`src/rtl/alu_op_sequencer.sv`:
```
// ALU operation sequencer: forwards ops 0-9 to an external combinational ALU,
// and runs a radix-2 Booth multiplier (op 10) and, optionally, a restoring
// unsigned divider (op 11) internally. One request is in flight at a time.
// Defining ALU_SEQ_DIV_EN builds the divider; without it op 11 is illegal.
module alu_op_sequencer #(
  parameter logic [31:0] DIV0_QUOT = 32'hFFFF_FFFF
) (
  input  logic        clk,
  input  logic        rst,
  input  logic        req_valid,
  output logic        req_ready,
  input  logic [3:0]  req_op,
  input  logic [31:0] req_a,
  input  logic [31:0] req_b,
  output logic [31:0] alu_a,
  output logic [31:0] alu_b,
  output logic [3:0]  alu_cntrl,
  input  logic [31:0] alu_c,
  output logic        rsp_valid,
  input  logic        rsp_ready,
  output logic [31:0] rsp_lo,
  output logic [31:0] rsp_hi,
  output logic        rsp_err,
  output logic        busy
);

  typedef enum logic [2:0] {
    StIdle,
    StAlu,
    StMul,
    StDiv,
    StDone
  } state_e;

  localparam logic [3:0] OpLastAlu = 4'd9;
  localparam logic [3:0] OpMul     = 4'd10;
`ifdef ALU_SEQ_DIV_EN
  localparam logic [3:0] OpDiv     = 4'd11;
`endif

  state_e      state_q, state_d;
  logic [4:0]  cnt_q;
  logic [3:0]  op_q;
  logic [31:0] a_q, b_q;

  // Shared iterative datapath. For multiply: acc_q is the 33-bit partial
  // product, sh_q the multiplier, q1_q the Booth guard bit and m_q the
  // sign-extended multiplicand. For divide: acc_q[31:0] is the remainder,
  // sh_q the dividend shifting into quotient and m_q the zero-extended divisor.
  logic [32:0] acc_q;
  logic [31:0] sh_q;
  logic        q1_q;
  logic [32:0] m_q;

  logic [31:0] lo_q, hi_q;
  logic        err_q;

  logic        last_iter;
  assign last_iter = (cnt_q == 5'd31);

  // Booth step: add/subtract the multiplicand, then arithmetic shift right
  logic [32:0] booth_sum;
  logic [32:0] booth_acc;
  logic [31:0] booth_sh;
  logic        booth_q1;

  // Booth add/subtract selection from the current multiplier bit pair
  always_comb begin
    booth_sum = acc_q;
    case ({sh_q[0], q1_q})
      2'b01:   booth_sum = acc_q + m_q;
      2'b10:   booth_sum = acc_q - m_q;
      default: booth_sum = acc_q;
    endcase
  end

  assign booth_acc = {booth_sum[32], booth_sum[32:1]};
  assign booth_sh  = {booth_sum[0], sh_q[31:1]};
  assign booth_q1  = sh_q[0];

`ifdef ALU_SEQ_DIV_EN
  // Restoring division step: shift in the next dividend bit and try a subtract
  logic [32:0] div_shift;
  logic [32:0] div_diff;
  logic [31:0] div_rem;
  logic [31:0] div_quo;

  // Trial subtraction; bit 32 of the difference is the borrow
  always_comb begin
    div_shift = {acc_q[31:0], sh_q[31]};
    div_diff  = div_shift - m_q;
    div_rem   = div_diff[32] ? div_shift[31:0] : div_diff[31:0];
    div_quo   = {sh_q[30:0], ~div_diff[32]};
  end
`endif

  // State register
  always_ff @(posedge clk or posedge rst) begin
    if (rst) begin
      state_q <= StIdle;
    end else begin
      state_q <= state_d;
    end
  end

  // Next-state decode
  always_comb begin
    state_d = state_q;
    unique case (state_q)
      StIdle: begin
        if (req_valid) begin
          if (req_op <= OpLastAlu) begin
            state_d = StAlu;
          end else if (req_op == OpMul) begin
            state_d = StMul;
`ifdef ALU_SEQ_DIV_EN
          end else if ((req_op == OpDiv) && (req_b != '0)) begin
            state_d = StDiv;
`endif
          end else begin
            // Illegal ops and divide-by-zero answer immediately
            state_d = StDone;
          end
        end
      end
      StAlu: state_d = StDone;
      StMul: begin
        if (last_iter) begin
          state_d = StDone;
        end
      end
      StDiv: begin
`ifdef ALU_SEQ_DIV_EN
        if (last_iter) begin
          state_d = StDone;
        end
`else
        state_d = StIdle;
`endif
      end
      StDone: begin
        if (rsp_ready) begin
          state_d = StIdle;
        end
      end
      default: state_d = StIdle;
    endcase
  end

  // Operand capture, iteration engine and result registers
  always_ff @(posedge clk or posedge rst) begin
    if (rst) begin
      cnt_q <= '0;
      op_q  <= '0;
      a_q   <= '0;
      b_q   <= '0;
      acc_q <= '0;
      sh_q  <= '0;
      q1_q  <= 1'b0;
      m_q   <= '0;
      lo_q  <= '0;
      hi_q  <= '0;
      err_q <= 1'b0;
    end else begin
      unique case (state_q)
        StIdle: begin
          if (req_valid) begin
            op_q  <= req_op;
            a_q   <= req_a;
            b_q   <= req_b;
            cnt_q <= '0;
            acc_q <= '0;
            q1_q  <= 1'b0;
            lo_q  <= '0;
            hi_q  <= '0;
            err_q <= 1'b0;
            if (req_op == OpMul) begin
              sh_q <= req_b;
              m_q  <= {req_a[31], req_a};
`ifdef ALU_SEQ_DIV_EN
            end else if (req_op == OpDiv) begin
              if (req_b == '0) begin
                lo_q  <= DIV0_QUOT;
                hi_q  <= req_a;
                err_q <= 1'b1;
              end else begin
                sh_q <= req_a;
                m_q  <= {1'b0, req_b};
              end
`endif
            end else if (req_op > OpLastAlu) begin
              err_q <= 1'b1;
            end
          end
        end
        StAlu: begin
          lo_q <= alu_c;
          hi_q <= '0;
        end
        StMul: begin
          cnt_q <= cnt_q + 5'd1;
          acc_q <= booth_acc;
          sh_q  <= booth_sh;
          q1_q  <= booth_q1;
          if (last_iter) begin
            // The 65-bit {acc,sh} holds the product sign-extended by one bit
            lo_q <= booth_sh;
            hi_q <= booth_acc[31:0];
          end
        end
        StDiv: begin
`ifdef ALU_SEQ_DIV_EN
          cnt_q <= cnt_q + 5'd1;
          acc_q <= {1'b0, div_rem};
          sh_q  <= div_quo;
          if (last_iter) begin
            lo_q <= div_quo;
            hi_q <= div_rem;
          end
`endif
        end
        default: begin
        end
      endcase
    end
  end

  // Handshake, status and ALU drive outputs decoded from state
  always_comb begin
    req_ready = (state_q == StIdle);
    busy      = (state_q != StIdle);
    rsp_valid = (state_q == StDone);
    alu_a     = '0;
    alu_b     = '0;
    alu_cntrl = '0;
    if (state_q == StAlu) begin
      alu_a     = a_q;
      alu_b     = b_q;
      alu_cntrl = op_q;
    end
  end

  assign rsp_lo  = lo_q;
  assign rsp_hi  = hi_q;
  assign rsp_err = err_q;

endmodule

```
`config.mk`:
```
export PLATFORM = sky130hd
export DESIGN_NAME = alu_op_sequencer
export DESIGN_NICKNAME = d
export VERILOG_FILES = /design/src/rtl/alu_op_sequencer.sv
export SDC_FILE = /design/constraint.sdc
export NUM_CORES = 1
export LEC_CHECK = 0
export CORE_UTILIZATION = 35
export CTS_CLUSTER_DIAMETER = 60
export DETAILED_ROUTE_END_ITERATION = 10
export MAX_ROUTING_LAYER = met4
export PLACE_DENSITY = 0.63
export SLEW_MARGIN = 20
export SYNTH_ARGS = -nofsm -noshare
export SYNTH_HDL_FRONTEND = slang
export SYNTH_SLANG_ARGS = --single-unit
```
`constraint.sdc`:
```
create_clock -name clk -period 18.3 [get_ports clk]
set_clock_uncertainty 0.1 [all_clocks]
set_input_delay 1.83 -clock clk [delete_from_list [all_inputs] [get_ports clk]]
set_output_delay 1.83 -clock clk [all_outputs]
set_load 0.005 [all_outputs]
```
======== Yosys cells after proc, flatten, opt, wreduce, memory -nomap -nowiden ========
Cells that the tools add are included.
cells by class
  muxes and demuxes ....................... 26
  magnitude comparators ................... 2
  reduce and logical (&&, ||, !) cells .... 10
  equality and inequality tests ........... 11
  add/subtract/negate cells ............... 3
operators with widths
  operator             count
  $mux 32              7
  $pmux 32 s3          2
  $pmux 33 s2          2
  $pmux 32 s2          1
  $add 33x33->33       1
  $mux 33              1
  $sub 33x33->33       1
  $mux 3               5
  $pmux 3 s4           1
  $reduce_and 3->1     4
  $pmux 5 s2           1
  $reduce_bool 3->1    2
  $add 5x1->5 const B  1
  $eq 5x5->1 const B   1
  $mux 5               1
  $eq 4x4->1 const B   1
  $gt 4x4->1 const B   1
  $le 4x4->1 const B   1
  $mux 4               1
  $ne 2x1->1 const B   2
  $ne 2x2->1 const B   2
  $reduce_and 2->1     2
  $eq 3x1->1 const B   1
  $eq 3x2->1 const B   1
  7 further kinds      9
word-level totals
  output and inout port bits .............. 136
  input bits .............................. 104
  register bits after elaboration ......... 239

======== Depth between registers and ports, before layout ========
  depth in word-level cells ............... 5
  depth in mapped cells ................... 20
  mapped depth without buffers ............ 19

======== Worst setup path after synthesis ========
Ideal clock, no wire load.
  path kind ............................... register to register
  start point ............................. register m_q[6]
  end point ............................... register hi_q[25] (netlist: rsp_hi[25])
  data required time ...................... 18135 ps
  slack ................................... 13951 ps
  stages on the path, launching flop included .. 17
  buffers on the path ..................... 1
  arrival time ............................ 4185 ps
  library setup time ...................... 65 ps
  path through ............................ dfrtp_1 -> or4_4 -> nor4_1 -> nor3b_2 -> a21oi_1 -> xnor2_1 -> ha_1 -> clkbuf_1 -> a21o_1 -> a21o_1 -> a221oi_1 -> a21boi_1 -> nor2b_1 -> o21ai_1 -> mux2_2 -> o22ai_1 -> mux2_2
on the way
  word-level cells in the longest chain between the ends .. 4
  elaborated cells between the ends (all ways) .. 5
  classes of those cells .................. add/sub (2); mux (3)
RTL lines
  item                                                     line    RTL
  start: declaration                                       53      logic [32:0] m_q;
  start signal: assignment                                 179     m_q <= {req_a[31], req_a};
  $sub 33x33->33 / $add 33x33->33 (equally long branches)  72, 71
  $pmux 33 s2 *                                            70      case ({sh_q[0], q1_q})
  $mux 32 *                                                205     if (last_iter) begin
  $pmux 32 s3 *                                            165     unique case (state_q)
  end signal: assignment                                   208     hi_q <= booth_acc[31:0];
  end: declaration                                         55      logic [31:0] lo_q, hi_q;
Every way passes the cells marked *; elsewhere a longest branch is shown, timed or not. The select of a mux whose other input is x is not followed.
A chain may end at the register's enable or synchronous reset.

======== Worst setup path after layout ========
Ends and elaborated chain as after synthesis.

==> results.yml <==
power:
  internal_power_w: 0.00178
  sw_frac_of_total_pct: 40.4
  pwr-share-clk_pct: 19.8
  power_density_nw_per_um2: 183
  leakage_nw: 7.22
  p_switching_w: 0.00121
  ir_drop_uv: 98.8
  p_seq_share_pct: 30.5
  pwr-share-comb_pct: 49.7
floorplanning:
  rows: 68
  ios: 240
  die_x_microns: 191
  dieHeight_microns: 191
  die_area_sq_um: 36500
  initial_core_util_pct: 35.9
  coreArea_sq_um: 34900
drt:
  wl_microns: 34800
  wl_per_cell_microns: 17.8
  drtPass1Iterations: 5
  drc: 0
  routed_via_density: 5.21
  dr_total_vias: 10200
  drt_iter0_markers: 691
  ant_nets: 0
timing:
  setup_viol_count_final: 0
  slew_headroom_pct: 34.6
  period_share_pct: 26.5
  clock.fmax_mhz: 206
  final-hold-violation-count: 0
  maxSlewViolCount: 0
  min_period_ns: 4.85
  fin_setup_tns_ns: 0
  worst_pin_slew_ns: 0.981
  rsz0062_at_grt: "false"
logic_synthesis:
  ys_seq_elements: 238
  synth_warnings: 0
  postSynthAreaPerCell_sq_um: 9.79
  synth_cell_type_count: 61
  synth_edf_count: 0
  synth_area_leaders: "dfrtp_1 48%, mux2_2 9.6%, nand2_1 5.9%"
  syn_nets: 1420
  synth_top_area_share_pct: 47.6
  yosysTopAreaCell: "dfrtp_1"
  yosysSeqAreaShare_pct: 47.6
  synthArstFlopShare_pct: 100
  postSynthCellCount: 1279
  ys.flop_type: "dfrtp_1"
  syn-cell-area_sq_um: 12500
worst_setup_path:
  path_class: "flop to flop"
  crit_family: "simple AND/OR/NAND/NOR gates"
  crit_slowest_cell: "or4_4"
  crit_required_ns: 18.69
  cp-start-kind: "flop"
  r2r-start: "m_q[6]"
  endpoint_kind: "flop"
  worstPathCellList: "or4_4 > nor4_1 > nor3b_2 > a21oi_1 > xnor2_1 > ha_1 > a21o_1 > a21o_1 > a221oi_1 > a21boi_1 > nor2b_1 > o21ai_1 > mux2_2 > o22ai_1 > mux2_2"
  arrival_ns: 5.25
  cp_num_cells: 15
  r2r_setup_slack_ns: 13.45
  timing.rr.end: "rsp_hi[25]"
  critPathBufInv: 0
  crit_fanout: 8
  max_stage_delay_ns: 0.59
  reg2regPathDepth: 15
final_layout:
  final_cell_mix: "239 x clkdlybuf4s50_1, 237 x dfrtp_1, 196 x nand2_1"
  finalNonFillerCells: 1955
  final_common_cell: "clkdlybuf4s50_1"
  areaGrowthSynthToFinish_pct: 30.2
  nets: 1618
  drive_above_1_share_pct: 12.6
  stdcell_area_sq_um: 16300
placement:
  dp_hpwl_microns: 24700
  place_area_sq_um: 15300
  io_buffers: 239
  dp_cells: 1900
  gp_congestion: 0.913
clocking:
  cts_resized: 0
  cts_buffers: 30
  htree_levels: 1
  cts-root-buf: "clkbuf_16"
  cts_tree: "built"
  clockBufferDepth: 3
  clk_pin_slew_ns: 0.06
  postCtsSetupBuffers: 0
  cts_hold_buf: 0
  clkSinkCount: 238
  worstSkewPairLatency_ns: 0.55
worst_hold_path:
  hold_end: "rsp_lo[20]"
  hold_depth: 2
  min_from: "rsp_lo[20]"
  hold_path.class: "flop to flop"
grt:
  grt_pass1_wl_microns: 55300
  antenna_found_initial: 1
  grt_max_degree: 92
  grt_overflow: 0
  grt_pass1_vias: 9970
  grt_usage_pct: 19.6
outcome:
  status: "finished clean"
run:
  maxCapViolations: 0
-- Yosys cell counts (11+ instances only) --
cell	number
dfrtp_1	238
nand2_1	197
mux2_2	107
nor2_1	90
o21ai_0	82
and3_1	72
clkbuf_1	67
a21oi_1	54
a31oi_1	42
xnor2_1	42
ha_1	36
a22oi_1	33
a21o_1	31
inv_1	18
xor2_1	18
nor3_1	15
o31ai_1	14
buf_2	11
-- cells by family (layout without fill, tap and decap cells) --
| family | count (synthesis) | in the layout | share of synthesized area (%) |
|---|---|---|---|
| multiplexers | 117 | 117 | 10.4 |
| flip-flops | 238 | 238 | 47.6 |
| other | 0 | 1 | 0 |
| AND/OR/NAND/NOR | 430 | 430 | 16.1 |
| AO/OA/AOI/OAI | 294 | 294 | 14.8 |
| buffers and inverters | 103 | 323 | 3.20 |
| adder cells (fa/ha/maj) | 37 | 37 | 3.76 |
| XOR/XNOR | 60 | 60 | 4.20 |
-- cell type report --
type / instances / area, sq um
Antenna cell: 1 / 2.50
Clock buffer: 44 / 885
Clock inverter: 10 / 124
Fill cell: 3311 / 18600
Inverter: 18 / 75.1
Multi-Input combinational cell: 938 / 6200
Sequential cell: 238 / 5960
Tap cell: 455 / 569
Timing Repair Buffer: 251 / 2480
-- tightest hold or removal path, delay by kind of cell (launching register included) --
kind / cells / cell delay (ns)
and+or+nand+nor: 1 / 0.04
AOI/OAI and AO/OA: 1 / 0.06
DFF: 1 / 0.34
-- worst max path at each step --
stage / slack (ns) / start / to
after global routing: 13.03 / m_q[6] / acc_q[31]
after detailed placement: 13.33 / rst / b_q[16]
after CTS: 13.44 / m_q[6] / rsp_hi[25]
after floorplan: 9.84 / rst / a_q[0]
final: 13.45 / m_q[6] / rsp_hi[25]
after global placement: 13.34 / rst / rsp_lo[16]
-- flip-flops by register name, indices dropped and copies added (netlist names) --
signal	count
sh_q	32
rsp_err	1
rsp_lo	32
acc_q	32
q1_q	1
rsp_hi	32
op_q	4
b_q	32
m_q	32
state_q	3
cnt_q	5
a_q	32
-- power by group through the flow --
| stage | Combinational [W] | Clock, W | Sequential (W) |
|---|---|---|---|
| floorplan | 0.00104 | 0 | 0.000852 |
| global placement | 0.00146 | 0 | 0.000907 |
| detailed placement | 0.00148 | 0 | 0.000917 |
| CTS | 0.00149 | 0.000607 | 0.000911 |
| global route | 0.00164 | 0.000629 | 0.000944 |
| finish | 0.00149 | 0.000591 | 0.000911 |
-- per-layer routing --
metal  vias up  share of wire, %  global-route usage, %  routed length (microns)
met4         0               2.8                   6.23                      976
met3        56               5.8                   2.99                     2020
met5         -                 0                      -                        0
met1      4890                49                   28.5                    16900
met2       310                43                   27.6                    14900
li1       4931                 -                      -                        -
-- metrics by stage --
stage | utilization, % | total power (W) | hold slack (ns) | setup slack [ns]
finish | 46.7 | 0.00299 | 0.375 | 13.45
global route | 46.7 | 0.00322 | 0.396 | 13.03
CTS | 46.7 | 0.00300 | 0.382 | 13.44
detailed placement | 43.8 | 0.00240 | 0.369 | 13.33
global placement | 43.8 | 0.00236 | 0.362 | 13.34
floorplan | - | 0.00189 | 0.365 | 9.84
Power figures use the tool's default switching activity.
==> patch: new RTL, same flow settings <==
Add a define of `ALU_SEQ_DIV_EN`.
--- a/src/rtl/alu_op_sequencer.sv
+++ b/src/rtl/alu_op_sequencer.sv
@@ -3,4 +3,6 @@
 // unsigned divider (op 11) internally. One request is in flight at a time.
 // Defining ALU_SEQ_DIV_EN builds the divider; without it op 11 is illegal.
+`define ALU_SEQ_DIV_EN
+
 module alu_op_sequencer #(
   parameter logic [31:0] DIV0_QUOT = 32'hFFFF_FFFF
Check against the original RTL: not equivalent (Yosys sat finds a counterexample within 4 cycles, from zero or initial values and one cycle with rst high).
==> patch against the unedited design <==
Synthesized cell count is 57% higher. Synthesized area increased by 31%. Setup slack worse by 0.18 ns. Sequential cell count increased by 2. Routed wire length up 65%. Critical path type unchanged. Total power rose by 31%. Utilization shrank 2.8 points. Design area up 23%. Via count up 52%. Non-clock buffer count increased by 6.
==> patch: results <==
group,metric,value,unit
global_route,grt_pass1_wl,89.5,mm
route,vias,15504,
finish,finalNetCount,2348,
hold_path,whs_path_depth,2,
placement,post-place-ws,13.15,ns
global_route,grt_start_max_net_pins,132,
clock_network,cts_buffer_depth,3,
global_route,first_global_vias,15253,
clock_network,cts_inserted_buffers,27,
global_route,track_usage,0.247,
route,routed_wire_length_per_instance,20.5,um
clock_network,postCtsSetupBuffers,0,
synth,synth_area_leaders,"dfrtp_1 (37%), nand2_1 (8.7%), a21oi_1 (6.5%)",
route,drt_iter0_drc,1119,
outcome,status,"completed",
power,p_int,2.08,mW
sta,worstMarginPinSlew,1.08,ns
worst_setup_path,arrival,5.41,ns
global_route,antenna_found_initial,1,
worst_setup_path,crit_fanout,9,
worst_setup_path,crit_path_top_delay_cell,"nor3_1",
synth,synth_cell_types,77,
synth,synth_seq_area_share,0.368,
finish,drive_gt1_frac,0.0593,
worst_setup_path,r2r_cells,19,
synth,synth.net_count,2184,
worst_setup_path,slowest_delay,0.55,ns
power,p_leak,8.77,nW
placement,dp_hpwl,42.8,mm
synth,synth_common_cells,"nand2_1 (378), dfrtp_1 (240), a21oi_1 (211), nor2_1 (201), clkbuf_1 (96)",
route,dr.pass1.iters,6,
power,vdd_drop_max,94.9,uV
placement,gp_congestion,0.978,
clock_network,clockRootBuffer,"clkbuf_16",
clock_network,clkTransAtPathRegs,0.06,ns
clock_network,htreeDepth,1,
[patch: path summary, 6_finish.rpt]
kind	startpoint	to	slack (ns)
setup / recovery	m_q[1]$_DFFE_PP0P_	rsp_hi[31]$_DFFE_PP0P_	13.27
hold reg to reg	a_q[22]$_DFFE_PP0P_	a_q[22]$_DFFE_PP0P_	0.37
min in group asynchronous	rst	a_q[15]$_DFFE_PP0P_	1.79
max in group asynchronous	rst	m_q[11]$_DFFE_PP0P_	14.89
setup reg to reg	m_q[1]$_DFFE_PP0P_	rsp_hi[31]$_DFFE_PP0P_	13.27
hold / removal	a_q[22]$_DFFE_PP0P_	a_q[22]$_DFFE_PP0P_	0.37
[patch: layer usage]
layer | wire length (um) | vias to the layer above | track usage
li1 | - | 7323 | -
met1 | 26100 | 7597 | 0.338
met2 | 26200 | 498 | 0.382
met3 | 3490 | 86 | 0.0321
met4 | 1610 | 0 | 0.0685
met5 | 0 | - | -
[patch: metrics by stage]
stage	instance area [um^2]	hold WS (ns)	cells	power (mW)
final	20100	0.369	2795	3.92
after detailed placement	19200	0.355	2745	3.34
after global routing	20100	0.393	2795	4.23
after CTS	20100	0.372	2794	3.91
after floorplan	16300	0.337	2010	2.60
after global placement	19200	0.352	2745	3.31
[patch: power groups by stage]
stage               Combinational [mW]  Clock, mW  Sequential, mW
floorplan                         1.66          0           0.939
global placement                  2.30          0            1.01
detailed placement                2.33          0            1.02
CTS                               2.34      0.553            1.02
global route                      2.61      0.574            1.05
finish                            2.36      0.547            1.02
[patch: worst register-to-register path: stages, from the launching register on]
cell,delay (ns)
dfrtp_1,0.41
inv_1,0.15
ha_1,0.29
nor4b_1,0.30
nor2b_1,0.37
nand2_1,0.20
nor3_1,0.55
a21oi_1,0.18
xnor2_1,0.16
ha_1,0.52
nand2_1,0.12
o21ai_0,0.23
nor3_1,0.07
o21ai_0,0.21
a21o_1,0.17
a21oi_1,0.07
xor2_1,0.20
o31ai_2,0.32
a21oi_1,0.12
a31oi_1,0.22
[patch: kinds of logic after synthesis]
| group | after synthesis | synth area share |
|---|---|---|
| AO/OA/AOI/OAI | 538 | 0.203 |
| AND/OR/NAND/NOR | 774 | 0.207 |
| buffers and inverters | 182 | 0.0439 |
| XOR/XNOR | 88 | 0.0488 |
| multiplexers | 118 | 0.0750 |
| adder cells (fa/ha/maj) | 70 | 0.0545 |
| flip-flops | 240 | 0.368 |
[patch: layout make-up]
cell class	instances	area, um^2
fill	4579	25600
multi-input combinational	1588	9670
sequential	240	6010
timing repair buffer	257	2530
clock buffer	39	751
tap	600	751
inverter	60	233
clock inverter	10	115
antenna	1	2.50
